## src/rtl/design_example_param_if.sv

```systemverilog
// rtl/design_example_param_if.sv - control/status bundle for the parametrised Start/A/E/F sequencer
interface design_example_param_if #(
  parameter int unsigned WIDTH = 4
) ();
  logic             start;
  logic             hold;
  logic             abort;
  logic [WIDTH-1:0] a;
  logic             e;
  logic             f;
  logic             busy;
  logic             done;

  modport master (
    output start, hold, abort,
    input  a, e, f, busy, done
  );

  modport slave (
    input  start, hold, abort,
    output a, e, f, busy, done
  );
endinterface

```

## src/rtl/design_example_param.sv

```systemverilog
// rtl/design_example_param.sv - control FSM driving counter A and flags E/F with hold, abort and status
module design_example_param #(
  parameter int unsigned      WIDTH     = 4,
  parameter int unsigned      E_BIT     = 2,
  parameter logic [WIDTH-1:0] STOP_MASK = 4'b1100
) (
  input logic                  clk_i,
  input logic                  rst_i,
  design_example_param_if.slave seq
);

  typedef enum logic [1:0] {
    S_IDLE   = 2'b00,
    S_1      = 2'b01,
    S_2      = 2'b11,
    S_UNUSED = 2'b10
  } state_e;

  // Kept as plain logic so the unused code can be held and recovered from.
  logic [1:0]       state_q, state_d;
  logic [WIDTH-1:0] a_q, a_d;
  logic             e_q, e_d;
  logic             f_q, f_d;

  always_comb begin
    state_d = state_q;
    a_d     = a_q;
    e_d     = e_q;
    f_d     = f_q;
    case (state_q)
      S_IDLE: begin
        if (seq.start) begin
          a_d     = '0;
          f_d     = 1'b0;
          state_d = S_1;
        end
      end
      S_1: begin
        if (seq.abort) begin
          state_d = S_IDLE;
        end else if (!seq.hold) begin
          a_d = a_q + WIDTH'(1);
          e_d = a_q[E_BIT];
          // Stop test uses the pre-increment count.
          if ((a_q & STOP_MASK) == STOP_MASK) begin
            state_d = S_2;
          end
        end
      end
      S_2: begin
        f_d     = 1'b1;
        state_d = S_IDLE;
      end
      default: begin
        state_d = S_IDLE;
      end
    endcase
  end

  always_ff @(posedge clk_i or posedge rst_i) begin
    if (rst_i) begin
      state_q <= S_IDLE;
      a_q     <= '0;
      e_q     <= 1'b0;
      f_q     <= 1'b0;
    end else begin
      state_q <= state_d;
      a_q     <= a_d;
      e_q     <= e_d;
      f_q     <= f_d;
    end
  end

  assign seq.a    = a_q;
  assign seq.e    = e_q;
  assign seq.f    = f_q;
  assign seq.busy = (state_q != S_IDLE);
  assign seq.done = (state_q == S_2);

endmodule

```

## src/flat_wrapper.sv

```systemverilog
// flat-port wrapper written by rule: the top's interface ports become plain ports
module design_example_param_flat 
#(
  parameter int unsigned      WIDTH     = 4,
  parameter int unsigned      E_BIT     = 2,
  parameter logic [WIDTH-1:0] STOP_MASK = 4'b1100
)
  (clk_i, rst_i, seq_start, seq_hold, seq_abort, seq_a, seq_e, seq_f, seq_busy, seq_done);
  design_example_param_if #(.WIDTH(WIDTH)) seq_i ();
  input logic clk_i;
  input logic rst_i;
  input wire logic [$bits(seq_i.start)-1:0] seq_start;
  input wire logic [$bits(seq_i.hold)-1:0] seq_hold;
  input wire logic [$bits(seq_i.abort)-1:0] seq_abort;
  output wire logic [$bits(seq_i.a)-1:0] seq_a;
  output wire logic [$bits(seq_i.e)-1:0] seq_e;
  output wire logic [$bits(seq_i.f)-1:0] seq_f;
  output wire logic [$bits(seq_i.busy)-1:0] seq_busy;
  output wire logic [$bits(seq_i.done)-1:0] seq_done;
  assign seq_i.start = seq_start;
  assign seq_i.hold = seq_hold;
  assign seq_i.abort = seq_abort;
  assign seq_a = seq_i.a;
  assign seq_e = seq_i.e;
  assign seq_f = seq_i.f;
  assign seq_busy = seq_i.busy;
  assign seq_done = seq_i.done;
  design_example_param #(.WIDTH(WIDTH), .E_BIT(E_BIT), .STOP_MASK(STOP_MASK)) u_core (.clk_i(clk_i), .rst_i(rst_i), .seq(seq_i));
endmodule
```

## config.mk

```make
export PLATFORM = sky130hd
export DESIGN_NAME = design_example_param_flat
export DESIGN_NICKNAME = d
export VERILOG_FILES = /design/src/rtl/design_example_param_if.sv /design/src/rtl/design_example_param.sv /design/src/flat_wrapper.sv
export SDC_FILE = /design/constraint.sdc
export NUM_CORES = 1
export LEC_CHECK = 0
export ABC_CLOCK_PERIOD_IN_PS = 1450
export BUFFER_PORTS_ARGS = -buffer_cell sky130_fd_sc_hd__clkbuf_2
export CORE_AREA = 2 2 39 41
export DETAILED_ROUTE_END_ITERATION = 16
export DIE_AREA = 0 0 41 43
export PLACE_DENSITY_LB_ADDON = 0.25
export SETUP_SLACK_MARGIN = 0.15
export SYNTH_ARGS = -nofsm -noshare
export SYNTH_HDL_FRONTEND = slang
export SYNTH_SLANG_ARGS = --single-unit
export TNS_END_PERCENT = 50
```

## constraint.sdc

```tcl
create_clock -name clk_i -period 1.45 [get_ports clk_i]
set_input_delay 0.29 -clock clk_i [delete_from_list [all_inputs] [get_ports clk_i]]
set_output_delay 0.29 -clock clk_i [all_outputs]
set_load 0.05 [all_outputs]
```

==> run metrics <==
share of the synthesized area in the top cell type 0.510; area delta synth->final 40.8%; Yosys warnings 0; total power ~0.54 mW; H-tree depth 1; Synth Cell Area 393 um^2; required time of the worst setup path ~1.2 ns; leak pwr about 0.31 nW; Max Root-Sink Buffers 2; Sequential Power Share 0.463; Synthesized Nets 40; latest clock arrival within the worst-skew pair between 0.2 and 0.3 ns; filler cell count 150; DP Wirelength ~530 um; initial drt markers 3; fmax around 740 MHz; CTS root buf clkbuf_4; core area ~0.0014 mm^2; actual slew at the worst max-slew pin a little over 0.3 ns; worst min path class in2reg; DRT Pass-1 Iters 2; global-route wire length before repair 1190 um; Synth Area per Inst approximately 12 um^2; Rows 14; final setup fails 0; cells after synthesis 34; Clock transition at path regs ~0.050 ns; gp weighted congestion approximately 0.67; status completed; Gate power share 0.231; clock network fraction of total power 0.306; Slew HR 0.796; Starting Density 0.284; Critical Path Source Type flip-flop; ys async rst share 1.00; count leader, synth dfrtp_1; final WL around 710 um; die span in x 41 um; clk sinks 8; Final period util 0.933; sequential share of the synthesized area 0.510; Overflow after GRT 0; Hold Vio Cnt, Final 0; Pins Over Slew Limit 0; max-cap check violation count 0; PwrDens between 900 and 1000 mW/mm^2; Detail Route Antenna Nets 0; vias ~330; CTS tree done; Critical Path End Type output pin; Synth area leaders dfrtp_1, mux2i_1, nand2_1, nor4b_4, or4b_4; Vias per Instance approximately 4.7; worst-path fanout max 5; largest net degree at the start of global routing 9; clock skew roughly 0.0013 ns; post-DR wirelength/cell between 10 and 15 um; vias in the first global route 296; Post-route DRC 0; Top FF cell, synth dfrtp_1; critical path data arrival time 1.06 ns; gr usage total 0.105; kind of critical path reg2out; internal power 0.377 mW; min Tclk post-route about 1.4 ns; RSZ-0062 raised after global routing true; Top Ports 13; DIE HEIGHT 43 um; Sw Ratio 0.307; #FFs+latches synth 8; Netlist cell types 18; cell taking the most area after synthesis dfrtp_1; PortBufs 12; full die area 0.00176 mm^2; ant diodes 0; fin nets 61; EDFF count, synth 0; initial antenna violation count 0; Num CTS Buffers 3; Synth top cells by count dfrtp_1, nand2_1, mux2i_1; setup_tns 0 ns; Net Switching around 0.17 mW; Util after Layout 0.400; VDD IR-drop max between 0.4 and 0.5 mV; layout cells sized above 1 0.472
## cell type report
type / instances / area, um^2 / share of cell area
well taps: 16 / 20.0 / 0.0362
repair buffers: 16 / 111 / 0.201
flip-flops and latches: 8 / 201 / 0.364
multi-input cells: 24 / 190 / 0.344
clock buffers: 3 / 22.5 / 0.0407
inverters: 2 / 7.51 / 0.0136
## registers in the layout, indices dropped and copies added, names as in the netlist
register,count
u_core.seq.a,4
u_core.seq.e,1
u_core.state_q,2
u_core.seq.f,1
## final timing paths
kind | from | slack, ns | end | cells after the start
max | u_core.state_q[1] | 0.1 | seq_busy | 2
min | seq_start | 0.30 | u_core.state_q[0] | 3
max reg2reg | u_core.state_q[1] | 0.11 | u_core.seq.a[0] | 4
min reg2reg | u_core.seq.f | 0.48 | u_core.seq.f | 1
max in group asynchronous | rst_i | 0.69 | u_core.state_q[1] | 3
min in group asynchronous | rst_i | 0.51 | u_core.seq.a[3] | 3
## metrics by stage
step | instances | instance area (um^2) | setup WS [ns] | hold WS, ns
CTS | 69 | 549 | 0.0717 | 0.304
detailed placement | 62 | 473 | 0.154 | 0.237
global route | 69 | 553 | 0.0635 | 0.332
global placement | 62 | 473 | 0.160 | 0.235
floorplan | 34 | 393 | 0.173 | 0.106
finish | 69 | 553 | 0.0977 | 0.302
## cells in the final DEF (no fill, tap or decap)
cell / instances
clkbuf_2: 10
dfrtp_1: 7
nand2_1: 6
mux2i_1: 3
clkbuf_4: 3
buf_4: 3
inv_1: 2
nor2_1: 1
and2_1: 1
or3b_1: 1
a21o_1: 1
nor4b_4: 1
or4b_4: 1
nand2_2: 1
nand4_1: 1
nand3b_1: 1
a21boi_1: 1
or2_4: 1
nand3_2: 1
o21ai_2: 1
and3_1: 1
ha_1: 1
dlygate4sd3_1: 1
clkbuf_8: 1
buf_8: 1
dfrtp_2: 1
## power groups by stage
stage	sequential (mW)	combinational [mW]	clock [mW]
after floorplan	0.289	0.0486	0
after global placement	0.258	0.111	0
after detailed placement	0.258	0.110	0
after CTS	0.253	0.124	0.175
after global routing	0.255	0.137	0.182
final	0.252	0.126	0.167
## critical path, stage by stage (launching register included)
cell and delay (ns):
dfrtp_2 0.42, or2_4 0.24, buf_8 0.15
## kinds of logic after synthesis
family | synth area share
mux | 0.0764
compound gates | 0.0605
buf+inv | 0.0191
fa+ha+maj | 0.0318
flops | 0.510
simple gates | 0.303
## what timing repair did
action	CTS	global route
setup endpoints to repair	5	8
gates cloned	0	0
endpoints found under the hold margin	8	0
hold buffers	1	0
buffers inserted	3	0
gates resized for setup	6	2
pin swaps	1	1
## per-layer routing
metal | share of wire | vias to the layer above | GRT usage
met2 | 0.50 | 11 | 0.153
met5 | 0 | - | 0
met3 | 0.072 | 0 | 0.0785
met4 | 0 | 0 | 0.0400
met1 | 0.43 | 155 | 0.113
li1 | - | 160 | -
Power figures use the tool's default switching activity.
